File: src/rtl/operand_fetch.sv
// operand_fetch: computes the effective address for a decoded 6502-style
// instruction, performs pointer and operand reads through a single-outstanding
// read port, and hands opcode, EA and operand byte to execute.
//
// Ports:
//   clk_i, rst_i             clock, asynchronous active-high reset
//   valid_i / ready_o        upstream handshake (decoded instruction)
//   opcode_i, addr_mode_i    opcode byte and addressing mode (13-15 act as IMP)
//   load_i                   instruction reads the byte at EA
//   operand_i                operand bytes, [7:0] first, [15:8] second
//   pc_i                     address of next instruction (REL base)
//   X_i, Y_i                 index registers, sampled at accept
//   mem_req_o, mem_addr_o    read request and address (held while pending)
//   mem_rvalid_i, mem_rdata_i read response
//   valid_o / ready_i        downstream handshake (result)
//   opcode_o, ea_o, operand_o, page_cross_o   result payload
//
// Build option: define NMOS_JMP_IND_BUG_EN to fetch the IND high pointer byte
// from {op[15:8], op[7:0]+1} (page wrap) instead of op+1.
module operand_fetch #(
    parameter int unsigned MEM_ADDR_SIZE = 16,
    parameter int unsigned REG_SIZE      = 8,
    parameter int unsigned BYTE          = 8
) (
    input  logic                     clk_i,
    input  logic                     rst_i,
    input  logic                     valid_i,
    output logic                     ready_o,
    input  logic [BYTE-1:0]          opcode_i,
    input  logic [3:0]               addr_mode_i,
    input  logic                     load_i,
    input  logic [2*BYTE-1:0]        operand_i,
    input  logic [MEM_ADDR_SIZE-1:0] pc_i,
    input  logic [REG_SIZE-1:0]      X_i,
    input  logic [REG_SIZE-1:0]      Y_i,
    output logic                     mem_req_o,
    output logic [MEM_ADDR_SIZE-1:0] mem_addr_o,
    input  logic                     mem_rvalid_i,
    input  logic [BYTE-1:0]          mem_rdata_i,
    output logic                     valid_o,
    input  logic                     ready_i,
    output logic [BYTE-1:0]          opcode_o,
    output logic [MEM_ADDR_SIZE-1:0] ea_o,
    output logic [BYTE-1:0]          operand_o,
    output logic                     page_cross_o
);

    localparam int unsigned AW = MEM_ADDR_SIZE;
    localparam int unsigned HW = MEM_ADDR_SIZE - BYTE;

    localparam logic [3:0] M_IMP  = 4'd0;
    localparam logic [3:0] M_ACC  = 4'd1;
    localparam logic [3:0] M_IMM  = 4'd2;
    localparam logic [3:0] M_ZP   = 4'd3;
    localparam logic [3:0] M_ZPX  = 4'd4;
    localparam logic [3:0] M_ZPY  = 4'd5;
    localparam logic [3:0] M_ABS  = 4'd6;
    localparam logic [3:0] M_ABSX = 4'd7;
    localparam logic [3:0] M_ABSY = 4'd8;
    localparam logic [3:0] M_IND  = 4'd9;
    localparam logic [3:0] M_INDX = 4'd10;
    localparam logic [3:0] M_INDY = 4'd11;
    localparam logic [3:0] M_REL  = 4'd12;

    typedef enum logic [2:0] {S_IDLE, S_PTR_LO, S_PTR_HI, S_LOAD, S_DONE} state_t;

    state_t          state_q, state_d;
    logic [BYTE-1:0] opcode_q, opcode_d;
    logic [3:0]      mode_q, mode_d;
    logic            load_q, load_d;
    logic [REG_SIZE-1:0] y_q, y_d;
    logic [BYTE-1:0] lo_q, lo_d;
    logic [AW-1:0]   ea_q, ea_d;
    logic [BYTE-1:0] operand_q, operand_d;
    logic            pcross_q, pcross_d;
    logic [AW-1:0]   addr_q, addr_d;
    logic            req_q, req_d;
    logic            valid_q, valid_d;
    logic            ready_q, ready_d;

    // Address arithmetic on the incoming instruction (used at accept)
    logic [BYTE-1:0] op_lo, zp_x, zp_y;
    logic [AW-1:0]   op_full, abs_x, abs_y, rel_ea;
    assign op_lo   = operand_i[BYTE-1:0];
    assign op_full = AW'(operand_i);
    assign zp_x    = op_lo + BYTE'(X_i);
    assign zp_y    = op_lo + BYTE'(Y_i);
    assign abs_x   = op_full + AW'(X_i);
    assign abs_y   = op_full + AW'(Y_i);
    assign rel_ea  = pc_i + {{HW{op_lo[BYTE-1]}}, op_lo};

    // Pointer arithmetic during the pointer reads
    logic [AW-1:0] ind_hi_addr, hi_addr, ptr_ea, indy_ea, ind_ea;
`ifdef NMOS_JMP_IND_BUG_EN
    assign ind_hi_addr = {addr_q[AW-1:BYTE], addr_q[BYTE-1:0] + BYTE'(1)};
`else
    assign ind_hi_addr = addr_q + AW'(1);
`endif
    // INDX/INDY pointers never leave page 0
    assign hi_addr = (mode_q == M_IND) ? ind_hi_addr
                                       : {HW'(0), addr_q[BYTE-1:0] + BYTE'(1)};
    assign ptr_ea  = AW'({mem_rdata_i, lo_q});
    assign indy_ea = ptr_ea + AW'(y_q);
    assign ind_ea  = (mode_q == M_INDY) ? indy_ea : ptr_ea;

    // A response only counts while a request is actually pending
    logic rd_fire;
    assign rd_fire = req_q && mem_rvalid_i;

    // Next-state and next-output logic
    always_comb begin
        state_d   = state_q;
        opcode_d  = opcode_q;
        mode_d    = mode_q;
        load_d    = load_q;
        y_d       = y_q;
        lo_d      = lo_q;
        ea_d      = ea_q;
        operand_d = operand_q;
        pcross_d  = pcross_q;
        addr_d    = addr_q;

        case (state_q)
            S_IDLE: begin
                if (valid_i && ready_q) begin
                    opcode_d  = opcode_i;
                    mode_d    = addr_mode_i;
                    load_d    = load_i;
                    y_d       = Y_i;
                    lo_d      = '0;
                    ea_d      = '0;
                    operand_d = '0;
                    pcross_d  = 1'b0;
                    state_d   = S_DONE;
                    case (addr_mode_i)
                        M_IMP, M_ACC: ;
                        M_IMM:  operand_d = op_lo;
                        M_ZP:   ea_d = {HW'(0), op_lo};
                        M_ZPX:  ea_d = {HW'(0), zp_x};
                        M_ZPY:  ea_d = {HW'(0), zp_y};
                        M_ABS:  ea_d = op_full;
                        M_ABSX: begin
                            ea_d     = abs_x;
                            pcross_d = (abs_x[AW-1:BYTE] != op_full[AW-1:BYTE]);
                        end
                        M_ABSY: begin
                            ea_d     = abs_y;
                            pcross_d = (abs_y[AW-1:BYTE] != op_full[AW-1:BYTE]);
                        end
                        M_IND: begin
                            state_d = S_PTR_LO;
                            addr_d  = op_full;
                        end
                        M_INDX: begin
                            state_d = S_PTR_LO;
                            addr_d  = {HW'(0), zp_x};
                        end
                        M_INDY: begin
                            state_d = S_PTR_LO;
                            addr_d  = {HW'(0), op_lo};
                        end
                        M_REL: begin
                            ea_d     = rel_ea;
                            pcross_d = (rel_ea[AW-1:BYTE] != pc_i[AW-1:BYTE]);
                        end
                        default: ;
                    endcase
                    if (load_i && (addr_mode_i inside {M_ZP, M_ZPX, M_ZPY,
                                                       M_ABS, M_ABSX, M_ABSY})) begin
                        state_d = S_LOAD;
                        addr_d  = ea_d;
                    end
                end
            end
            S_PTR_LO: begin
                if (rd_fire) begin
                    lo_d    = mem_rdata_i;
                    addr_d  = hi_addr;
                    state_d = S_PTR_HI;
                end
            end
            S_PTR_HI: begin
                if (rd_fire) begin
                    ea_d = ind_ea;
                    if (mode_q == M_INDY) begin
                        pcross_d = (indy_ea[AW-1:BYTE] != HW'(mem_rdata_i));
                    end
                    if (load_q && (mode_q != M_IND)) begin
                        state_d = S_LOAD;
                        addr_d  = ind_ea;
                    end else begin
                        state_d = S_DONE;
                        addr_d  = '0;
                    end
                end
            end
            S_LOAD: begin
                if (rd_fire) begin
                    operand_d = mem_rdata_i;
                    addr_d    = '0;
                    state_d   = S_DONE;
                end
            end
            S_DONE: begin
                if (ready_i) begin
                    state_d = S_IDLE;
                end
            end
            default: state_d = S_IDLE;
        endcase

        req_d   = (state_d == S_PTR_LO) || (state_d == S_PTR_HI) || (state_d == S_LOAD);
        valid_d = (state_d == S_DONE);
        ready_d = (state_d == S_IDLE);
    end

    // State and output registers
    always_ff @(posedge clk_i or posedge rst_i) begin
        if (rst_i) begin
            state_q   <= S_IDLE;
            opcode_q  <= BYTE'(8'hEA);
            mode_q    <= M_IMP;
            load_q    <= 1'b0;
            y_q       <= '0;
            lo_q      <= '0;
            ea_q      <= '0;
            operand_q <= '0;
            pcross_q  <= 1'b0;
            addr_q    <= '0;
            req_q     <= 1'b0;
            valid_q   <= 1'b0;
            ready_q   <= 1'b1;
        end else begin
            state_q   <= state_d;
            opcode_q  <= opcode_d;
            mode_q    <= mode_d;
            load_q    <= load_d;
            y_q       <= y_d;
            lo_q      <= lo_d;
            ea_q      <= ea_d;
            operand_q <= operand_d;
            pcross_q  <= pcross_d;
            addr_q    <= addr_d;
            req_q     <= req_d;
            valid_q   <= valid_d;
            ready_q   <= ready_d;
        end
    end

    assign ready_o      = ready_q;
    assign mem_req_o    = req_q;
    assign mem_addr_o   = addr_q;
    assign valid_o      = valid_q;
    assign opcode_o     = opcode_q;
    assign ea_o         = ea_q;
    assign operand_o    = operand_q;
    assign page_cross_o = pcross_q;

endmodule

File: config.mk
export PLATFORM = sky130hd
export DESIGN_NAME = operand_fetch
export DESIGN_NICKNAME = d
export VERILOG_FILES = /design/src/rtl/operand_fetch.sv
export SDC_FILE = /design/constraint.sdc
export NUM_CORES = 1
export LEC_CHECK = 0
export CELL_PAD_IN_SITES_DETAIL_PLACEMENT = 1
export CELL_PAD_IN_SITES_GLOBAL_PLACEMENT = 1
export CORE_UTILIZATION = 43
export CTS_CLUSTER_DIAMETER = 40
export DETAILED_ROUTE_END_ITERATION = 12
export PLACE_DENSITY = 0.85
export SYNTH_ARGS = -nofsm -noshare
export SYNTH_HDL_FRONTEND = slang
export SYNTH_SLANG_ARGS = --single-unit
export TNS_END_PERCENT = 100
File: constraint.sdc
create_clock -name clk_i -period 4.4 [get_ports clk_i]
set_input_delay 0.66 -clock clk_i [delete_from_list [all_inputs] [get_ports clk_i]]
set_output_delay 0.66 -clock clk_i [all_outputs]
set_load 0.03 [all_outputs]
=== Word-level counts from Yosys, hierarchy flattened ===
Index checks and enable logic that the tools add are counted.

* Bits in registers: 76
* Input bits: 74
* Word-level logic and storage cells: 107
* Output and inout port bits: 52

* Add/sub/neg operators: 8
* Muxes and demuxes: 34
* Equality and inequality tests: 32
* Reduce and logical (&&, ||, !) cells: 20

{| class="wikitable"
|+ Operators with widths
! kind !! number
|-
| 2-to-1 mux 16 bit || 10
|-
| case mux 16 bit (7 select lines) || 1
|-
| case mux 16 bit (4 select lines) || 1
|-
| adder 16 x 8 -> 16 bit || 3
|-
| case mux 16 bit (3 select lines) || 1
|-
| 2-to-1 mux 8 bit || 4
|-
| != test 8 bit || 4
|-
| case mux 16 bit (2 select lines) || 1
|-
| case mux 8 bit (2 select lines) || 2
|-
| == test 4 bit (second input constant) || 7
|-
| 2-to-1 mux 3 bit || 8
|-
| adder 16 x 1 -> 16 bit (second input constant) || 1
|-
| adder 16 bit || 1
|-
| adder 8 bit || 2
|-
| == test 4 x 3 -> 1 bit (second input constant) || 4
|-
| case mux 3 bit (5 select lines) || 1
|-
| == test 3 x 2 -> 1 bit (second input constant) || 4
|-
| != test 2 bit (second input constant) || 5
|-
| AND reduction 3 bit || 3
|-
| adder 8 x 1 -> 8 bit (second input constant) || 1
|-
| == test 4 x 2 -> 1 bit (second input constant) || 2
|-
| == test 3 x 1 -> 1 bit (second input constant) || 2
|-
| == test 3 bit (second input constant) || 2
|-
| zero test 3 bit || 2
|-
| 14 further kinds || 22
|}

=== Depth between registers and ports, before layout ===
Gate-level depths: netlist of the first run.

* Word-level depth: 9
* Gate-level depth with buffers: 11
* Mapped depth without buffers: 11

=== Worst setup path before layout of the first run ===
No wires, ideal clock.

* Path kind: in2reg
* Start point: input operand_i[0]
* End point: register pcross_q (netlist: page_cross_o)
* Path buffers: 0
* Library setup time: 0.120 ns
* Slack: 0.921 ns
* Data arrival time: 3.358 ns
* Stages on the path: 11
* Required time: 4.280 ns
* Path through: ha_1 -> inv_1 -> fa_1 -> nor2b_4 -> o31a_1 -> o21ai_2 -> a311oi_1 -> xor3_1 -> or4b_1 -> or3_1 -> a41o_1

* Word-level cells in the longest chain between the ends: 5
* Elaborated cells between the ends (all ways): 9
* Classes of those cells: add/sub (3); eq/ne (3); mux (3)

{| class="wikitable"
|+ Ends and longest elaborated chain
! item !! RTL line !! text
|-
| from (decl) || 32 || <nowiki>input logic [2*BYTE-1:0] operand_i,</nowiki>
|-
| adder 16 bit (tied with other cells) || 90 || <nowiki>assign rel_ea = pc_i + {{HW{op_lo[BYTE-1]}}, op_lo};</nowiki>
|-
| != test 8 bit, on equally long branches || 164, 144, 148 ||
|-
| case mux 1 bit (3 select lines) (*) || 135 || <nowiki>case (addr_mode_i)</nowiki>
|-
| 2-to-1 mux 1 bit (*) || 125 || <nowiki>if (valid_i && ready_q) begin</nowiki>
|-
| case mux 1 bit (2 select lines) (*) || 123 || <nowiki>case (state_q)</nowiki>
|-
| to (signal assigned) || 242 || <nowiki>pcross_q <= pcross_d;</nowiki>
|-
| to (decl) || 75 || <nowiki>logic pcross_q, pcross_d;</nowiki>
|}

Mark *: on every way between the ends. The rest lies on a longest branch, timed or not. The select of a mux whose other input is x is not followed.
A chain may end at the register's enable or synchronous reset.

=== Worst setup path after layout of the first run ===
Ends and elaborated chain as after synthesis.

==> results of run 1 <==
-- where the power goes --
group	total [mW]	switching, mW	internal (mW)
Sequential	1.34	0.309	1.03
Combinational	2.61	1.57	1.04
Clock	0.812	0.316	0.496
-- registers in the layout (all words and copies together) (netlist names) --
| signal | cells |
|---|---|
| ea_o | 16 |
| lo_q | 8 |
| load_q | 1 |
| mem_addr_o | 16 |
| mem_req_o | 1 |
| mode_q | 4 |
| opcode_o | 8 |
| operand_o | 8 |
| page_cross_o | 1 |
| ready_o | 1 |
| state_q | 3 |
| valid_o | 1 |
| y_q | 8 |
-- final timing paths --
check	slack, ps	cells past startpoint	end
hold reg to reg	460	2	opcode_o[6]
setup / recovery	530	12	page_cross_o
max in group asynchronous	2680	3	opcode_o[5]
hold / removal	460	2	opcode_o[6]
setup reg to reg	1310	10	mem_addr_o[12]
min in group asynchronous	810	2	opcode_o[0]
-- final cells by class --
type	instances	area share [%]
flip-flops and latches	76	21.97
repair buffers	155	16.99
inverters	16	0.7053
well taps	211	3.037
clock inverters	5	0.9069
multi-input cells	730	53.72
clock buffers	11	2.677
-- cells in the final DEF (no fill, tap or decap), types with 8 or more instances in the layout --
cell type / instances
a22oi_1: 15
a21oi_1: 79
and3_1: 15
dfrtp_1: 70
nor3_1: 9
nand2b_1: 8
o21ai_1: 12
a21o_1: 12
nand2_1: 145
nor2_1: 78
mux2i_1: 10
a22o_1: 14
ha_1: 40
xor2_1: 22
o21ai_0: 50
o221ai_1: 8
xnor2_1: 30
a31oi_1: 8
nand3_1: 24
o21a_1: 8
buf_4: 30
clkbuf_16: 9
o22ai_1: 9
inv_1: 15
a221oi_1: 12
clkdlybuf4s50_1: 125
-- layer usage --
metal / global-route usage [%] / vias up / routed length, µm
met5: 0 / - / 11
met4: 11.83 / 2 / 680
met3: 5.737 / 51 / 1600
met2: 55.09 / 287 / 12450
met1: 43.60 / 3662 / 11440
li1: - / 3442 / -
-- worst max-delay path, stage by stage --
cell	delay, ps
clkdlybuf4s50_1	490
ha_1	210
inv_1	80
fa_1	450
nor2b_4	160
o31a_1	190
o21ai_2	90
a311oi_1	370
xor3_1	300
or4b_1	530
or3_1	350
a41o_1	240
-- per-stage QoR --
| step | worst slack [ps] | hold slack, ps | total power [mW] | std cells | cell area [µm²] |
|---|---|---|---|---|---|
| 2_1_floorplan | 921.2 | 450.6 | 2.883 | 852 | 6760 |
| 3_3_place_gp | 290.2 | 446.7 | 3.823 | 1188 | 8381 |
| 3_5_place_dp | 146.1 | 454.7 | 3.907 | 1188 | 8381 |
| 4_1_cts | 509.8 | 465.6 | 4.750 | 1204 | 8692 |
| 5_1_grt | 375.2 | 480.0 | 5.033 | 1204 | 8692 |
| 6_report | 529.3 | 460.6 | 4.767 | 1204 | 8692 |
-- logic make-up after synthesis --
family,count (synthesis),synth area share [%]
fa+ha+maj,44,8.588
buf+inv,46,2.776
compound gates,295,29.23
simple gates,326,21.91
mux,10,1.481
flops,76,28.24
xor+xnor,55,7.773
==> metrics.md, run 1 <==
| Metric | Value |
|---|---|
| R2r startpoint | y_q[0] |
| Yosys cell types | 76 |
| Remaining Overflow, GRT | 0 |
| Largest net degree at the start of global routing | 52 |
| Synth top cells by count | nand2_1, a21oi_1, nor2_1, dfrtp_1, o21ai_0 |
| Area of the multi-input gates | about 4700 µm² |
| Final Skew | approximately 9 ps |
| DRT Pass-1 Iters | 5 |
| Synth Instances | 852 |
| Top_reg_cell synth | dfrtp_1 |
| Yosys Warn Count | 0 |
| CP required | roughly 4600 ps |
| Top post-synthesis cells by area | dfrtp_1, nand2_1, ha_1 |
| EDFF count, synth | 0 |
| Hold_sp | opcode_o[6] |
| Share of cells above drive strength 1 | 6.445% |
| FF+latch count, synth | 76 |
| Vias per Instance | approximately 6.2 |
| Post-route ant nets | 0 |
| Fin crit share | 87.97% |
| Layout net count | between 1,000 and 1,500 |
| Worst-Skew Late Latency | between 300 and 400 ps |
| Status | complete, no violations |
| Post-DP HPWL | a little over 20,000 µm |
| Synth-to-layout area growth | 28.58% |
| Clock sink count | 76 |
| Syn Area/Cell | roughly 7.9 µm² |
| Port bufs | ~130 |
| Syn Std Cell Area | about 6800 µm² |
| Cts hold-fix bufs | 0 |
| Final hold vios | 0 |
| Setup bufs post-CTS | 0 |
| Cell taking the most area after synthesis | dfrtp_1 |
| IO Count | about 130 |
| Post-synthesis sequential area ratio | 28.24% |
| Initial cell density of the core | 44.31% |
| DRT Wirelength | between 20,000 and 30,000 µm |
| Slew @ Worst Pin | about 980 ps |
| WS Path Type | in -> reg |
| Post_cts resized | 0 |
| Synth top area share | ~26% |
| Worst setup SP type | input pin |
| Clock transition at path regs | approximately 60 ps |
| Fillcell total | about 1,800 |
| Leakage | around 3.6 nW |
| CP startpoint | operand_i[0] |
| FFs w/ async S/R, synth | 100.0% |
| PwrDens | 548.4 nW/µm² |
| Gp weighted congestion | 0.9565 |
| Total number of vias | 7,444 |
| Seq. cell area | 1909 µm² |
| MaxCap Viol Count | 0 |
| Core Area | between 15,000 and 20,000 µm² |
| Final setup viols | 0 |
| Initial DRC count | about 640 |
| VDD IR max | about 280 µV |
| Die Y | about 130 µm |
| Initial antenna violation count | 1 |
| Gr usage total | around 33% |
| Hold Path Class | reg -> reg |
| Post-Syn Nets | 970 |
| TNS Setup | 0 ps |
| Number of global-route vias before repair | roughly 7,500 |
| Most numerous cell in the Yosys netlist | nand2_1 |
| DRC Markers | 0 |
| CTS Root Cell | clkbuf_16 |
| CP arrival | between 4000 and 5000 ps |
| CTS H-tree depth | 3 |
| Crit path time final | ~3900 ps |
| CTS tree | yes |
| Die width | around 130 µm |
| First-pass GRT wire length | a little over 40,000 µm |
| Inserted Diodes | 0 |
| Wire per inst | 21.75 µm |
| Worst setup EP type | register |
| RSZ-0062 raised after global routing | no |
| Highest Clock Rate | roughly 0.26 GHz |
| Row Count | 45 |
| Clock Path Buffers | 2 |
| Utilization after layout | 56.97% |
| CTS buffer count | 9 |
| Crit-path max FO | 4 |
| Slew Limit Fails | 0 |
| Relative slew slack | between 30% and 40% |
| Die area | 16,230 µm² |
Power figures use the tool's default switching activity.
==> inputs of run 2 (changes only) <==
--- a/config.mk
+++ b/config.mk
@@ -10,7 +10,7 @@
 export CORE_UTILIZATION = 43
 export CTS_CLUSTER_DIAMETER = 40
 export DETAILED_ROUTE_END_ITERATION = 12
-export PLACE_DENSITY = 0.85
+export PLACE_DENSITY_LB_ADDON = 0.25
 export SYNTH_ARGS = -nofsm -noshare
 export SYNTH_HDL_FRONTEND = slang
 export SYNTH_SLANG_ARGS = --single-unit
==> metrics.md, run 2 (synthesis gave the netlist of run 1 again) <==
| Metric | Value |
|---|---|
| Status | complete, no violations |
| CP startpoint | operand_i[0] |
| Final Cell Area | just under 9000 µm² |
| Worst hold slack | between 400 and 500 ps |
| CTS Root Cell | clkbuf_16 |
| Most common cell after layout, fill and taps aside | nand2_1 |
| Final hold vios | 0 |
| Fin crit share | between 80% and 90% |
| Synth-to-layout area growth | 28.32% |
| Relative slew slack | between 30% and 40% |
| Gr usage total | 33.63% |
| RSZ-0062 raised after global routing | no |
| Worst-Skew Late Latency | about 350 ps |
| Gr busiest metal | met2 |
| CTS tree | yes |
| Total power | 4.804 mW |
| Pre-CTS setup slack | 222.0 ps |
| DRT Pass-1 Iters | 5 |
| Core Area | between 15,000 and 20,000 µm² |
| TNS Setup | 0 ps |
| Row Count | 45 |
| Inserted Diodes | 0 |
| Crit-path max FO | 4 |
| Wire per inst | 22.09 µm |
| Initial DRC count | between 500 and 600 |
| Met2 Usage GRT | between 50% and 60% |
| Number of global-route vias before repair | 7,529 |
| Worst setup SP type | input pin |
| Initial antenna violation count | 0 |
| Die area | around 16,000 µm² |
| Final worst slack | 552.4 ps |
| DRC Markers | 0 |
| Die Y | between 100 and 150 µm |
| Post-route ant nets | 0 |
| Vias per Instance | around 6.2 |
| Initial cell density of the core | between 40% and 50% |
| Largest net degree at the start of global routing | 37 |
| Reg2reg setup slack | approximately 1400 ps |
| # placed instances | 1,183 |
| Crit-path cells | clkdlybuf4s50_1, ha_1, inv_1, fa_1, nor2b_4, o31a_1, o21ai_2, a311oi_1, xor3_1, or4b_1, or3_1, a41o_1 |
| Port bufs | 125 |
| Final Skew | between 8 and 9 ps |
| Reg2reg path depth | 10 |
| Utilization after layout | between 50 and 60% |
| R2r startpoint | y_q[0] |
| GR Util met3 | roughly 5% |
| Non-filler instance count after layout | roughly 1,200 |
| Crit path time final | roughly 3800 ps |
| Met1 Resource Use GR | between 40% and 50% |
| CP required | approximately 4700 ps |
| Leakage | ~3.6 nW |
| PwrDens | ~550 nW/µm² |
| DRT Wirelength | between 20,000 and 30,000 µm |
| Crit-path slowest cell | or4b_1 |
| Remaining Overflow, GRT | 0 |
| Cts hold-fix bufs | 0 |
| CTS buffer count | 9 |
| WS Path Type | in -> reg |
| Clock Path Buffers | 2 |
| Most frequent cells in the layout | nand2_1, clkdlybuf4s50_1, a21oi_1, nor2_1, dfrtp_1 |
| Hold Path Class | reg -> reg |
| VDD IR max | roughly 330 µV |
| Layout net count | between 1,000 and 1,500 |
| Post-DP HPWL | 20,600 µm |
| IO Count | between 100 and 150 |
| CP arrival | roughly 4100 ps |
| Crit path depth | 12 |
| First-pass GRT wire length | around 42,000 µm |
| Die width | 127.4 µm |
| CTS H-tree depth | 3 |
| Post-DP Area | 8342 µm² |
| MaxCap Viol Count | 0 |
| Slew Limit Fails | 0 |
| Clock sink count | 76 |
| Share of cells above drive strength 1 | roughly 6.2% |
| Largest stage delay, worst path | 510 ps |
| Worst setup EP type | register |
| Clock transition at path regs | approximately 70 ps |
| Slew @ Worst Pin | between 900 and 1000 ps |
| Final setup viols | 0 |
| Worst R2R End | mem_addr_o[12] |
| WP buf/inv | 2 |
| Post_cts resized | 0 |
| Gp weighted congestion | 0.9380 |
| Total number of vias | 7,474 |
| CP endpoint | page_cross_o |
| Setup bufs post-CTS | 0 |
| Highest Clock Rate | ~0.26 GHz |
| CP delay by family, top | simple AND/OR/NAND/NOR gates |
[run 2: changes by cell type in the layout (fill, tap and decap cells not counted), sizes merged]
cell	delta
inv	+3
clkinvlp	+1
clkinv	-3
buf	-5
clkbuf	-1
[run 2: how the worst min path moves through the flow]
stage	startpoint	to	slack, ps	depth (start not counted)
CTS	opcode_o[1]	opcode_o[1]	470	2
detailed placement	opcode_o[1]	opcode_o[1]	460	2
finish	opcode_o[6]	opcode_o[6]	460	2
global route	opcode_o[7]	opcode_o[7]	490	2
global placement	opcode_o[6]	opcode_o[6]	440	2
floorplan	mode_q[2]	mode_q[2]	450	2
[run 2: cell type report]
type,count,area (µm²)
Multi-Input combinational cell,730,4669
Fill cell,1871,6584
Clock buffer,10,239.0
Tap cell,211,264.0
Clock inverter,6,93.84
Sequential cell,76,1909
Inverter,16,60.06
Timing Repair Buffer,150,1439
[run 2: worst register-to-register path: cells and delay by family, from the launching register on]
family | cells | cell delay (ps)
fa+ha+maj | 2 | 670
compound gates | 5 | 1360
simple gates | 2 | 270
xor+xnor | 1 | 220
flops | 1 | 410
[run 2: per-layer routing]
metal	vias to the layer above	routed length (µm)
met5	-	0
met2	328	12500
li1	3431	-
met1	3658	11300
met4	0	888
met3	57	1795
[run 2: report_power, final]
| part | total [mW] | switching (mW) | leakage, nW | internal [mW] |
|---|---|---|---|---|
| logic | 2.61 | 1.58 | 2.48 | 1.03 |
| registers | 1.35 | 0.313 | 0.942 | 1.04 |
| clock network | 0.846 | 0.329 | 0.160 | 0.517 |
| total | 4.80 | 2.22 | 3.58 | 2.58 |
==> inputs of run 3 (changes only) <==
--- a/config.mk
+++ b/config.mk
@@ -10,7 +10,7 @@
 export CORE_UTILIZATION = 43
 export CTS_CLUSTER_DIAMETER = 40
 export DETAILED_ROUTE_END_ITERATION = 12
-export PLACE_DENSITY_LB_ADDON = 0.25
+export PLACE_DENSITY_LB_ADDON = 0.2
 export SYNTH_ARGS = -nofsm -noshare
 export SYNTH_HDL_FRONTEND = slang
 export SYNTH_SLANG_ARGS = --single-unit
==> metrics.md, run 3 (synthesis gave the netlist of run 1 again) <==
| Metric | Value |
|---|---|
| Status | complete, no violations |
| Utilization after layout | 56.74% |
| WS Path Type | in -> reg |
| Non-filler instance count after layout | 1,200 |
| DRC Markers | 0 |
| CTS Root Cell | clkbuf_16 |
| Gr usage total | between 30% and 40% |
| Seq. cell area | roughly 1900 µm² |
| Clock transition at path regs | 70 ps |
| Row Count | 45 |
| IO Count | approximately 130 |
| Final Cell Area | roughly 8700 µm² |
| Final setup viols | 0 |
| Number of global-route vias before repair | approximately 7,500 |
| CP arrival | approximately 4200 ps |
| Remaining Overflow, GRT | 0 |
| Final hold vios | 0 |
| Share of cells above drive strength 1 | under 10% |
| Die width | between 100 and 150 µm |
| Most common cell after layout, fill and taps aside | nand2_1 |
| Post_cts resized | 0 |
| Port bufs | about 130 |
| Clock sink count | 76 |
| MaxCap Viol Count | 0 |
| Worst setup SP type | input pin |
| Slew @ Worst Pin | roughly 1100 ps |
| Crit path time final | ~4000 ps |
| Pre-CTS setup slack | roughly 40 ps |
| Vias per Instance | between 6 and 7 |
| CTS H-tree depth | 3 |
| Die area | between 15,000 and 20,000 µm² |
| Initial cell density of the core | about 44% |
| Total number of vias | 7,487 |
| First-pass GRT wire length | 43,130 µm |
| Final Skew | about 15 ps |
| PwrDens | between 500 and 600 nW/µm² |
| Initial antenna violation count | 1 |
| CP required | roughly 4700 ps |
| Gp weighted congestion | 0.9494 |
| Most frequent cells in the layout | nand2_1, clkdlybuf4s50_1, a21oi_1, nor2_1, dfrtp_1 |
| Final worst slack | approximately 430 ps |
| Hold Path Class | reg -> reg |
| Core Area | between 15,000 and 20,000 µm² |
| RSZ-0062 raised after global routing | no |
| Largest net degree at the start of global routing | 40 |
| Inserted Diodes | 0 |
| Post-DP HPWL | ~21,000 µm |
| Worst-Skew Late Latency | 360 ps |
| CTS tree | yes |
| Setup bufs post-CTS | 0 |
| Relative slew slack | between 20% and 30% |
| Cts hold-fix bufs | 0 |
| Synth-to-layout area growth | 28.06% |
| TNS Setup | 0 ps |
| CTS buffer count | 9 |
| VDD IR max | between 300 and 400 µV |
| Wire per inst | 22.96 µm |
| Clock Path Buffers | 2 |
| Layout net count | between 1,000 and 1,500 |
| Area of the multi-input gates | roughly 4700 µm² |
| # placed instances | between 1,000 and 1,500 |
| Leakage | between 3 and 4 nW |
| Die Y | 127.4 µm |
| Worst setup EP type | register |
| Crit-path max FO | 4 |
| Fillcell total | about 1,800 |
| DRT Wirelength | about 28,000 µm |
| Slew Limit Fails | 0 |
| Post-DP Area | roughly 8300 µm² |
| Highest Clock Rate | 0.2517 GHz |
| Post-route ant nets | 0 |
| Initial DRC count | 737 |
| Fin crit share | around 90% |
| DRT Pass-1 Iters | 5 |
-- run 3: cell count changes in the layout (fill, tap and decap cells not counted), sizes merged --
cell	before	now
buf	25	26
clkinv	1	2
bufinv	2	1
-- run 3: final timing paths --
kind                               from             to  slack [ps]  cells past startpoint
setup / recovery           operand_i[0]   page_cross_o         430                     12
hold / removal              opcode_o[3]    opcode_o[3]         470                      2
setup reg to reg                lo_q[4]  mem_addr_o[8]        1400                      8
hold reg to reg             opcode_o[3]    opcode_o[3]         470                      2
max in group asynchronous         rst_i    opcode_o[5]        2660                      3
min in group asynchronous         rst_i      mem_req_o         830                      2
-- run 3: area by class of cell --
class,instances,share of cell area [%]
inverters,16,0.6937
flip-flops and latches,76,22.06
multi-input cells,730,53.94
clock inverters,6,0.7949
well taps,211,3.050
repair buffers,151,16.71
clock buffers,10,2.761
-- run 3: metal layers --
metal	GRT usage, %	vias to the layer above	wire length (µm)
met2	56.19	344	12830
met1	46.90	3649	11990
met5	0	-	10
met3	4.439	71	1637
li1	-	3421	-
met4	15.41	2	1095
-- run 3: power breakdown --
group	internal, mW	total [mW]	switching (mW)	leakage [nW]
registers	1.03	1.35	0.315	0.942
logic	1.03	2.63	1.59	2.49
clock network	0.460	0.809	0.349	0.149
total	2.53	4.78	2.26	3.58
-- run 3: critical path, cell delays in order --
cell	delay, ps
clkdlybuf4s50_1	500
ha_1	210
inv_1	70
fa_1	440
nor2b_4	160
o31a_1	200
o21ai_2	100
a311oi_1	470
xor3_1	300
or4b_1	510
or3_1	370
a41o_1	240
-- run 3: per-stage QoR --
step	hold WS [ps]	power, mW
detailed placement	462.5	3.914
global placement	446.7	3.847
global route	485.2	5.047
floorplan	450.6	2.883
finish	466.7	4.784
CTS	473.7	4.760
